### config.mk
export PLATFORM = sky130hd
export DESIGN_NAME = display_scanner_flat
export DESIGN_NICKNAME = d
export VERILOG_FILES = /design/src/rtl/display_scanner_if.sv /design/src/rtl/display_scanner.sv /design/src/flat_wrapper.sv
export SDC_FILE = /design/constraint.sdc
export NUM_CORES = 1
export LEC_CHECK = 0
export ABC_CLOCK_PERIOD_IN_PS = 2600
export BUFFER_PORTS_ARGS = -buffer_cell sky130_fd_sc_hd__buf_4
export CORE_ASPECT_RATIO = 1.5
export CORE_MARGIN = 2
export CORE_UTILIZATION = 47
export CTS_BUF_LIST = sky130_fd_sc_hd__clkbuf_8
export DETAILED_ROUTE_END_ITERATION = 8
export GPL_TIMING_DRIVEN = 0
export PLACE_DENSITY = 0.67
export SLEW_MARGIN = 20
export SYNTH_ARGS = -nofsm -noshare
export SYNTH_HDL_FRONTEND = slang
export SYNTH_SLANG_ARGS = --single-unit
### constraint.sdc
create_clock -name clk -period 2.6 [get_ports clk]
set_input_delay 0.26 -clock clk [delete_from_list [all_inputs] [get_ports clk]]
set_output_delay 0.26 -clock clk [all_outputs]
set_load 0.03 [all_outputs]
### src/rtl/display_scanner_if.sv
// Purpose: groups the load/blanking controls and the scan outputs of the display scanner.
// Latency: wiring only, no storage.
// Backpressure: none; load is a one-cycle request that is always accepted.
interface display_scanner_if;
   logic        load;
   logic [15:0] data_in;
   logic        blank_lz;
   logic [3:0]  bin;
   logic [3:0]  an;
   logic [1:0]  digit_idx;
   logic        pending;
   logic        frame_done;

   // Driver side: issues loads and blanking control, observes the scan.
   modport master (
      output load, data_in, blank_lz,
      input  bin, an, digit_idx, pending, frame_done
   );

   // Scanner side.
   modport slave (
      input  load, data_in, blank_lz,
      output bin, an, digit_idx, pending, frame_done
   );
endinterface

### src/rtl/display_scanner.sv
// Purpose: time-multiplexes four nibbles onto one digit bus with double-buffered, tear-free updates.
// Latency: a load becomes visible at the next frame boundary (same boundary if it coincides with it).
// Backpressure: none; loads are always accepted, a newer load overwrites an unapplied one.
module display_scanner #(
   parameter int unsigned PRESCALE = 50000
) (
   input  logic              clk,
   input  logic              rst_n,
   display_scanner_if.slave  bus
);

   localparam int unsigned CW = (PRESCALE > 2) ? $clog2(PRESCALE) : 1;
   localparam logic [CW-1:0] LAST = CW'(PRESCALE - 1);

   logic [CW-1:0] r_count;
   logic [1:0]    r_digit_idx;
   logic [15:0]   r_active;
   logic [15:0]   r_shadow;
   logic          r_pending;
   logic          r_frame_done;
   logic          r_blank_lz;

   logic          w_tick;
   logic          w_boundary;
   logic [3:0]    w_bin;
   logic [3:0]    w_an;
   logic [3:0]    w_blank;

   assign w_tick     = (r_count == LAST);
   assign w_boundary = w_tick && (r_digit_idx == 2'd3);

   // Prescaler: one slot per PRESCALE cycles, digit index steps on each slot end.
   always_ff @(posedge clk or negedge rst_n) begin
      if (!rst_n) begin
         r_count     <= '0;
         r_digit_idx <= 2'd0;
      end else if (w_tick) begin
         r_count     <= '0;
         r_digit_idx <= r_digit_idx + 2'd1;
      end else begin
         r_count     <= r_count + 1'b1;
      end
   end

   // Double buffer: shadow collects loads, active only changes at the frame boundary.
   always_ff @(posedge clk or negedge rst_n) begin
      if (!rst_n) begin
         r_active  <= 16'h0000;
         r_shadow  <= 16'h0000;
         r_pending <= 1'b0;
      end else if (w_boundary) begin
         r_pending <= 1'b0;
         if (bus.load) begin
            // A load landing on the boundary bypasses the shadow wait.
            r_active <= bus.data_in;
            r_shadow <= bus.data_in;
         end else if (r_pending) begin
            r_active <= r_shadow;
         end
      end else if (bus.load) begin
         r_shadow  <= bus.data_in;
         r_pending <= 1'b1;
      end
   end

   // Frame pulse and registered blanking enable keep every output register-driven.
   always_ff @(posedge clk or negedge rst_n) begin
      if (!rst_n) begin
         r_frame_done <= 1'b0;
         r_blank_lz   <= 1'b0;
      end else begin
         r_frame_done <= w_boundary;
         r_blank_lz   <= bus.blank_lz;
      end
   end

   // Leading-zero blanking: digit i is dark when it and every higher nibble are zero.
   assign w_blank[0] = 1'b0;
   assign w_blank[1] = r_blank_lz && (r_active[15:4]  == 12'h000);
   assign w_blank[2] = r_blank_lz && (r_active[15:8]  == 8'h00);
   assign w_blank[3] = r_blank_lz && (r_active[15:12] == 4'h0);

   // Nibble mux and one-hot-low anode select from registered state only.
   always_comb begin
      w_bin = 4'h0;
      w_an  = 4'b1111;
      case (r_digit_idx)
         2'd0:    w_bin = r_active[3:0];
         2'd1:    w_bin = r_active[7:4];
         2'd2:    w_bin = r_active[11:8];
         default: w_bin = r_active[15:12];
      endcase
      if (!w_blank[r_digit_idx]) begin
         w_an = ~(4'b0001 << r_digit_idx);
      end
   end

   assign bus.bin        = w_bin;
   assign bus.an         = w_an;
   assign bus.digit_idx  = r_digit_idx;
   assign bus.pending    = r_pending;
   assign bus.frame_done = r_frame_done;

endmodule

### src/flat_wrapper.sv
// flat-port wrapper written by rule: the top's interface ports become plain ports
module display_scanner_flat 
#(
   parameter int unsigned PRESCALE = 50000
)
  (clk, rst_n, bus_load, bus_data_in, bus_blank_lz, bus_bin, bus_an, bus_digit_idx, bus_pending, bus_frame_done);
  display_scanner_if bus_i ();
  input  logic clk;
  input  logic rst_n;
  input wire logic [$bits(bus_i.load)-1:0] bus_load;
  input wire logic [$bits(bus_i.data_in)-1:0] bus_data_in;
  input wire logic [$bits(bus_i.blank_lz)-1:0] bus_blank_lz;
  output wire logic [$bits(bus_i.bin)-1:0] bus_bin;
  output wire logic [$bits(bus_i.an)-1:0] bus_an;
  output wire logic [$bits(bus_i.digit_idx)-1:0] bus_digit_idx;
  output wire logic [$bits(bus_i.pending)-1:0] bus_pending;
  output wire logic [$bits(bus_i.frame_done)-1:0] bus_frame_done;
  assign bus_i.load = bus_load;
  assign bus_i.data_in = bus_data_in;
  assign bus_i.blank_lz = bus_blank_lz;
  assign bus_bin = bus_i.bin;
  assign bus_an = bus_i.an;
  assign bus_digit_idx = bus_i.digit_idx;
  assign bus_pending = bus_i.pending;
  assign bus_frame_done = bus_i.frame_done;
  display_scanner #(.PRESCALE(PRESCALE)) u_core (.clk(clk), .rst_n(rst_n), .bus(bus_i));
endmodule
# After elaboration in Yosys (flattened, before gate mapping)
# Index checks and enable logic that the tools add are counted.
# W data, S select, Z words.
# op_classes
n_addsub	2
n_reduce_logical	11
n_bitwise	1
muxes	9
n_shift	1
order_cmp	1
mul	0
div_mod_pow	0
n_eq_ne	4
# ops
op	count
$mux W16	3
$add A16 B1 Y16 const B	1
$eq A16 B16 Y1 const B	1
$logic_not A12 Y1	1
$pmux W4 S3	1
$logic_not A8 Y1	1
$eq A2 B2 Y1 const B	2
$logic_and A1 B1 Y1	4
$logic_not A4 Y1	1
$mux W4	1
$not A4 Y4	1
$reduce_bool A2 Y1	2
$shl A1 B2 Y4 const A	1
$lt A2 B3 Y1 const B	1
$mux W1	3
$add A2 B1 Y2 const B	1
$bmux W1 S2	1
$eq A2 B1 Y1 const B	1
$logic_not A2 Y1	1
$reduce_and A2 Y1	1
# totals
mem_bits_rw	0
out_inout_bits	12
ff_bits	53
memories	0
wordCells	36
latch_bits	0
romBits	0

# Depth between registers and ports, before layout
# Gate-level depths: netlist of run 1.
# depth
ltp_word	5
ltp_mapped	6
mapped_depth_nobuf	5

# Worst setup path before layout of run 1
# Ideal clock, no wire load.
# synth_path
path_kind	register to register
startpoint	reg u_core.r_count[5]
endpoint	reg u_core.r_active[0]
t_arrival_ps	1915
setup_slack_ps	560
synth_period_minus_slack_ps	2040
path_stages_with_launch	6
path_cell_list	dfrtp_1 > or4b_4 > nor4_4 > nand3b_4 > buf_6 > mux2_4
# synth_between
elab_chain_len	3
# synth_lines
item	line_no	source
from (decl)	display_scanner.sv:15	logic [CW-1:0] r_count;
from (signal assigned)	display_scanner.sv:41	r_count <= r_count + 1'b1;
$eq A16 B16 Y1	display_scanner.sv:29	assign w_tick = (r_count == LAST);
$logic_and A1 B1 Y1	display_scanner.sv:30	assign w_boundary = w_tick && (r_digit_idx == 2'd3);
$reduce_and A2 Y1 (no source line)	--	
to (signal assigned)	display_scanner.sv:55	r_active <= bus.data_in;
to (signal assigned)	display_scanner.sv:58	r_active <= r_shadow;
to (decl)	display_scanner.sv:17	logic [15:0] r_active;
# Every way passes these cells.
# A chain may end at the register's enable or synchronous reset.

# Worst setup path in the final report of run 1
# layout_path
startpoint	reg u_core.r_digit_idx[0], in the netlist u_core.bus.digit_idx[0]
endpoint	out bus_bin[2]
# layout_between
elab_chain_len	2
elab_cells_between_ends	4
cone_classes	2 x eq/ne; 1 x mux; 1 x reduce/logical
# layout_lines
item	line_no	source
from (decl)	display_scanner.sv:16	logic [1:0] r_digit_idx;
from (signal assigned)	display_scanner.sv:39	r_digit_idx <= r_digit_idx + 2'd1;
$eq A2 B2 Y1, or another cell as far along	display_scanner.sv:87	case (r_digit_idx)
$pmux W4 S3 *	display_scanner.sv:87	
to (decl)	flat_wrapper.sv:13	output wire logic [$bits(bus_i.bin)-1:0] bus_bin;
# Every way passes the cells marked *; elsewhere a longest branch is shown, timed or not.

==> summary.md, run 1 <==
| Metric | Value |
|---|---|
| Min-Delay Endpoint | `u_core.r_blank_lz` |
| Number of library cell types mapped by synthesis | `31` |
| GRT Overall Usage | `roughly 17%` |
| CP max-delay cell | `dfrtp_1` |
| IR Drop Worst-Case VDD | `302 uV` |
| RSZ-0062 raised after global routing | `false` |
| Fin crit share | `between 80% and 90%` |
| Vias | `1537` |
| GPL Wtd Cong | `0.861` |
| Final slew viol count | `0` |
| Drt total wl | `4.44 mm` |
| Vias in the first global route | `1574` |
| Cts bufs inserted | `5` |
| P_leak | `0.00136 uW` |
| Antenna Cells | `0` |
| Hold Path Origin | `bus_blank_lz` |
| Least-Margin Pin Slew | `approximately 0.65 ns` |
| Clock Tree Buf Depth | `2` |
| Largest net degree at the start of global routing | `54` |
| Terminus of the critical flop-to-flop path | `u_core.r_active[7]` |
| Layout Area Growth over Synthesis | `17.2%` |
| Pre-CTS WS | `approximately 0.43 ns` |
| CP bufs+invs | `2` |
| CTS root buffer | `clkbuf_8` |
| Die W | `about 62 um` |
| Final ANT Viol Nets | `0` |
| Syn Nets | `211` |
| DR WL/cell | `15.3 um` |
| Max Cap Violations | `0` |
| Share of cells above drive strength 1 | `33.5%` |
| Placed wire-length estimate | `3.20 mm` |
| Filler cell count | `431` |
| Clock latency on the worst-skew pair | `0.30 ns` |
| CP Launch Type | `flop` |
| Post-synthesis register bit count | `53` |
| Final Util | `57.8%` |
| Worst-path clk slew | `0.09 ns` |
| CTS H-tree lvls | `2` |
| Input/output buffers | `30` |
| Power Density | `497 nW/um2` |
| Global-route wire length before repair | `7.48 mm` |
| Slew margin rel. | `56.5%` |
| Minimum clock period | `2.20 ns` |
| Synthesized area per cell | `13.0 um2` |
| Die area | `5730 um2` |
| Required time of the critical path | `about 2.3 ns` |
| Yosys warns | `0` |
| Core box area | `between 4000 and 5000 um2` |
| Reg-to-Reg Start | `u_core.r_count[7]` |
| DRT iter0 DRCs | `118` |
| CP delay by family, top | `flip-flops` |
| Fmax | `456 MHz` |
| CTS tree | `done` |
| Post-Syn Area | `approximately 2400 um2` |
| Post-route clock skew | `between 0.007 and 0.008 ns` |
| CP Data Arrival Time | `1.94 ns` |
| Setup tns final | `0 ns` |
| Initial antenna violation count | `0` |
| Worst hold stages | `1` |
| Pre-antenna DRT Iters | `7` |
| Final Setup Violations | `0` |
| Total congestion overflow | `0` |
| Sink Count | `53` |
| Post-cts resize count | `0` |
| Max stage delay on crit path | `0.46 ns` |
| Critical Path Stages | `5` |
| I/O Pins | `32` |
| CP Cell Sequence | `inv_1 > ha_1 > a222oi_1 > mux2i_1 > buf_4` |
| CP max FO | `7` |
| Final setup margin | `0.405 ns` |
| Status | `complete, no violations` |
| Worst hold path type | `in -> reg` |
| Vias/cell | `about 5.3` |
| Starting Density | `49.4%` |
| Post-Synthesis Cells | `approximately 190` |
| Kind of critical path | `reg -> out` |
| Fin. Hold Viols | `0` |
| Nets | `249` |
| CP endpoint kind | `primary output` |
| Num rows | `31` |
| Reg2Reg Depth | `5` |
| Setup slack, reg-to-reg | `0.43 ns` |
| Hold Buf Count CTS | `1` |
| Setup Buffers After CTS | `0` |
| # DRC | `0` |
| Register area share after synthesis | `55.0%` |
| Die Ht | `91.7 um` |
## report_power, final
part	internal (uW)	switching [uW]	leakage, uW
sequential	849	6.23	0.000682
combinational	41.8	36.2	0.000632
clock	216	256	0.0000512
## layer usage
metal / vias to the layer above / GRT usage [%] / part of all wire (%)
met5: - / 0 / 0
li1: 731 / - / -
met1: 757 / 19.9 / 41
met4: 0 / 6.67 / 1.7
met2: 44 / 29.8 / 53
met3: 5 / 4.05 / 4.1
## worst max path at each step
| stage | start | end | slack [ns] |
|---|---|---|---|
| after floorplan | u_core.r_count[5] | u_core.r_active[0] | 0.56 |
| after global placement | u_core.r_count[11] | u_core.r_active[7] | 0.45 |
| after detailed placement | u_core.r_count[7] | u_core.r_active[2] | 0.43 |
| after CTS | u_core.r_count[11] | u_core.r_active[3] | 0.41 |
| after global routing | u_core.r_count[11] | u_core.r_active[1] | 0.31 |
| final | u_core.bus.digit_idx[0] | bus_bin[2] | 0.40 |
## layout by cell type (no fill, tap or decap), types with 3 or more instances in the layout
cell,n
xor2_1,7
mux2_2,22
clkbuf_1,3
ha_1,6
nor4_1,3
buf_4,30
xnor2_1,6
dfrtp_1,53
clkbuf_8,6
mux2i_1,4
o21ai_0,4
a222oi_1,4
nand4_1,6
nor2_1,13
nand3_1,9
inv_1,7
nand2_1,5
mux2_4,10
nand2b_1,4
## metrics by stage
step | cells | cell area (um2) | hold slack (ns) | total power, uW
global route | 290 | 2830 | 0.0354 | 1480
floorplan | 185 | 2410 | -0.0356 | 905
CTS | 290 | 2830 | 0.0462 | 1430
detailed placement | 281 | 2720 | 0.335 | 951
finish | 290 | 2830 | 0.0597 | 1400
global placement | 281 | 2720 | 0.335 | 949
## state kept, by name (all words and copies together), names as in the netlist
register and count:
u_core.bus.frame_done 1, u_core.bus.digit_idx 2, u_core.r_count 16, u_core.bus.pending 1, u_core.r_blank_lz 1, u_core.r_shadow 16, u_core.r_active 16
## synth_stat cells
cell | instances | area share (%)
dfrtp_1 | 53 | 55
mux2_2 | 22 | 10
nor2_1 | 13 | 2.0
mux2_4 | 10 | 6.2
nand3_1 | 9 | 1.9
inv_1 | 7 | 1.1
xor2_1 | 7 | 2.5
ha_1 | 6 | 3.1
nand4_1 | 6 | 1.6
xnor2_1 | 6 | 2.2
nand2_1 | 5 | 0.78
a222oi_1 | 4 | 1.7
mux2i_1 | 4 | 1.7
nand2b_1 | 4 | 1.0
o21ai_0 | 4 | 0.83
clkbuf_1 | 3 | 0.47
nor4_1 | 3 | 0.78
a21oi_1 | 2 | 0.41
and2_1 | 2 | 0.52
and4_1 | 2 | 0.73
nor3_1 | 2 | 0.41
or4_1 | 2 | 0.62
buf_2 | 1 | 0.21
buf_6 | 1 | 0.47
nand3b_1 | 1 | 0.31
nand3b_4 | 1 | 0.83
nor3b_1 | 1 | 0.31
nor4_4 | 1 | 0.88
or3_1 | 1 | 0.26
or4b_1 | 1 | 0.41
or4b_4 | 1 | 0.57
## area by class of cell
type / instances / area [um2] / area share, %
clock buffer: 6 / 82.6 / 2.92
clock inverter: 2 / 13.8 / 0.487
multi-input combinational: 120 / 1030 / 36.5
timing repair buffer: 31 / 235 / 8.32
tap: 66 / 82.6 / 2.92
buffer: 5 / 27.5 / 0.974
inverter: 7 / 26.3 / 0.930
sequential: 53 / 1330 / 46.9
## worst reg2reg max path, cell delays in order (launching register included)
cell	delay, ns
dfrtp_1	0.47
or4b_4	0.57
nor4_4	0.34
nand3b_4	0.18
buf_6	0.21
mux2_4	0.30
## cells by family after synthesis
logic type               Yosys count  share of synthesized area (%)
AO/OA/AOI/OAI                     10                           2.90
multiplexers                      36                           18.2
buffers and inverters             12                           2.23
adder cells (fa/ha/maj)            6                           3.11
AND/OR/NAND/NOR                   55                           13.9
flip-flops                        53                           55.0
XOR/XNOR                          13                           4.72
(Power assumes the default switching activity.)
==> run 2: changes to the inputs <==
--- a/config.mk
+++ b/config.mk
@@ -5,7 +5,7 @@
 export SDC_FILE = /design/constraint.sdc
 export NUM_CORES = 1
 export LEC_CHECK = 0
-export ABC_CLOCK_PERIOD_IN_PS = 2600
+export ABC_CLOCK_PERIOD_IN_PS = 1800
 export BUFFER_PORTS_ARGS = -buffer_cell sky130_fd_sc_hd__buf_4
 export CORE_ASPECT_RATIO = 1.5
 export CORE_MARGIN = 2
@@ -13,7 +13,7 @@
 export CTS_BUF_LIST = sky130_fd_sc_hd__clkbuf_8
 export DETAILED_ROUTE_END_ITERATION = 8
 export GPL_TIMING_DRIVEN = 0
-export PLACE_DENSITY = 0.67
+export PLACE_DENSITY = 0.7
 export SLEW_MARGIN = 20
 export SYNTH_ARGS = -nofsm -noshare
 export SYNTH_HDL_FRONTEND = slang
==> constraint.sdc (replaced) <==
create_clock -name clk -period 1.8 [get_ports clk]
set_input_delay 0.18 -clock clk [delete_from_list [all_inputs] [get_ports clk]]
set_output_delay 0.18 -clock clk [all_outputs]
set_load 0.03 [all_outputs]
==> run 2 against run 1 <==
  * The run now ends with negative setup slack left
  * Worst hold slack gained 0.062 ns
  * Sequential power grew 45%
  * Via count grew 5.7%
  * Global-route usage grew 0.82 points
  * Largest power group unchanged
  * Largest cell class unchanged
==> summary.md, run 2 (same netlist as run 1, synthesis figures left out) <==
| Metric | Value |
|---|---|
| Fmax | `507 MHz` |
| I/O Pins | `32` |
| Pre-CTS WS | `-0.313 ns` |
| Filler cell count | `399` |
| Clock Tree Buf Depth | `2` |
| RSZ-0062 raised after global routing | `true` |
| Final ANT Viol Nets | `0` |
| Minimum clock period | `1.97 ns` |
| Post-route clock skew | `0.00538 ns` |
| # DRC | `0` |
| Clk pwr share | `33.5%` |
| Power Internal | `1600 uW` |
| Input/output buffers | `30` |
| Drt total wl | `4.72 mm` |
| Comb pwr share | `5.7%` |
| CTS H-tree lvls | `2` |
| Vias | `1624` |
| Final slew viol count | `0` |
| CP endpoint kind | `flop` |
| Starting Density | `about half` |
| CP max FO | `10` |
| Required time of the critical path | `about 2.0 ns` |
| Kind of critical path | `reg -> reg` |
| GPL Wtd Cong | `0.853` |
| Num rows | `31` |
| Worst-path clk slew | `0.09 ns` |
| Status | `complete, but fails checks` |
| Die Ht | `91.7 um` |
| Most frequent cells in the layout | `dfrtp_1 (48), buf_4 (40), mux2_2 (22), nor2_1 (13), mux2_4 (10)` |
| Die W | `62.5 um` |
| Flop pwr share | `60.8%` |
| Dpl cell area | `2720 um2` |
| Nets | `approximately 260` |
| Fin crit share | `110%` |
| Layout Area Growth over Synthesis | `28.1%` |
| Final Setup Violations | `23` |
| Slew margin rel. | `a little under three fifths` |
| Share of cells above drive strength 1 | `45.6%` |
| Cts bufs inserted | `5` |
| Final setup margin | `-0.172 ns` |
| Pre-antenna DRT Iters | `5` |
| Fin. Hold Viols | `0` |
| Most common cell after layout, fill and taps aside | `dfrtp_1` |
| Vias/cell | `5.32` |
| Clock latency on the worst-skew pair | `0.30 ns` |
| Core box area | `4890 um2` |
| Total congestion overflow | `0` |
| GRT Overall Usage | `17.8%` |
| CP Data Arrival Time | `2.16 ns` |
| Least-Margin Pin Slew | `0.649 ns` |
| Power Density | `657 nW/um2` |
| Sw Pwr | `431 uW` |
| Global-route wire length before repair | `7.89 mm` |
| Max Cap Violations | `0` |
| Largest net degree at the start of global routing | `54` |
| DR WL/cell | `15.5 um` |
| Antenna Cells | `0` |
| CP Launch Type | `flop` |
| Final Util | `63.2%` |
| Vias in the first global route | `1641` |
| IR Drop Worst-Case VDD | `374 uV` |
| Sw Ratio | `21.2%` |
| Initial antenna violation count | `0` |
| Largest registers | `u_core.r_active x16, u_core.r_count x16, u_core.r_shadow x16` |
| Die area | `5730 um2` |
| Worst hold path type | `in -> reg` |
| Total Power | `2030 uW` |
| P_leak | `~0.0015 uW` |
| CTS root buffer | `clkbuf_8` |
| CTS tree | `done` |
| Finished Cell Area | `3090 um2` |
| Failing checks | `negative setup slack` |
| Placed wire-length estimate | `3.20 mm` |
| Sink Count | `53` |
| Setup tns final | `-2.72 ns` |
| DRT iter0 DRCs | `113` |
-- run 2: cell count changes in the layout (fill, tap and decap cells not counted), sizes merged --
cell / previous run / this run
buf: 32 / 47
clkbuf: 9 / 8
dlygate4sd3: 1 / 2
-- run 2: critical path, cell delays in order (launching register included) --
cell and delay (ns):
dfrtp_2 0.42, or4b_4 0.54, nor4_4 0.30, nand3b_4 0.13, buf_12 0.17, mux2_4 0.30
-- run 2: power groups by stage --
stage	combinational (uW)	sequential (uW)	clock, uW
after floorplan	52.1	1260	0
after global placement	113	1260	0
after detailed placement	116	1260	0
after CTS	120	1240	711
after global routing	131	1240	770
final	116	1240	680
-- run 2: final cells by class --
| type | instances | area [um2] | area share (%) |
|---|---|---|---|
| timing repair buffer | 47 | 377 | 12.2 |
| tap | 66 | 82.6 | 2.67 |
| sequential | 53 | 1330 | 43.1 |
| clock buffer | 6 | 82.6 | 2.67 |
| clock inverter | 2 | 13.8 | 0.445 |
| buffer | 4 | 32.5 | 1.05 |
| inverter | 7 | 28.8 | 0.931 |
| multi-input combinational | 120 | 1140 | 36.9 |
-- run 2: per-layer routing --
layer  up-vias  share of wire [%]  track usage (%)
met4         0                2.2             8.89
met5         -                  0                0
met1       798                 38             20.1
met2        48                 56             31.5
li1        765                  -                -
met3        13                3.6             3.80
-- run 2: repair_timing --
item,CTS,global route
hold buffers,2,0
endpoints found under the hold margin,54,0
pin swaps,7,6
endpoints found under the setup margin,31,35
cloned,0,0
gates resized for setup,21,12
buffers inserted,13,2
-- run 2: metrics by stage --
step | std cells | hold slack, ns
finish | 305 | 0.122
global route | 305 | 0.106
CTS | 303 | 0.110
detailed placement | 281 | 0.249
global placement | 281 | 0.253
floorplan | 185 | -0.116
-- run 2: final timing paths --
check / startpoint / to / slack (ns) / cells past startpoint
max in group asynchronous: rst_n / u_core.bus.digit_idx[0] / 0.87 / 2
hold reg to reg: u_core.r_shadow[12] / u_core.r_shadow[12] / 0.50 / 1
setup reg to reg: u_core.r_count[11] / u_core.r_active[8] / -0.17 / 5
setup / recovery: u_core.r_count[11] / u_core.r_active[8] / -0.17 / 5
hold / removal: bus_data_in[12] / u_core.r_shadow[12] / 0.12 / 2
min in group asynchronous: rst_n / u_core.r_active[1] / 0.45 / 2
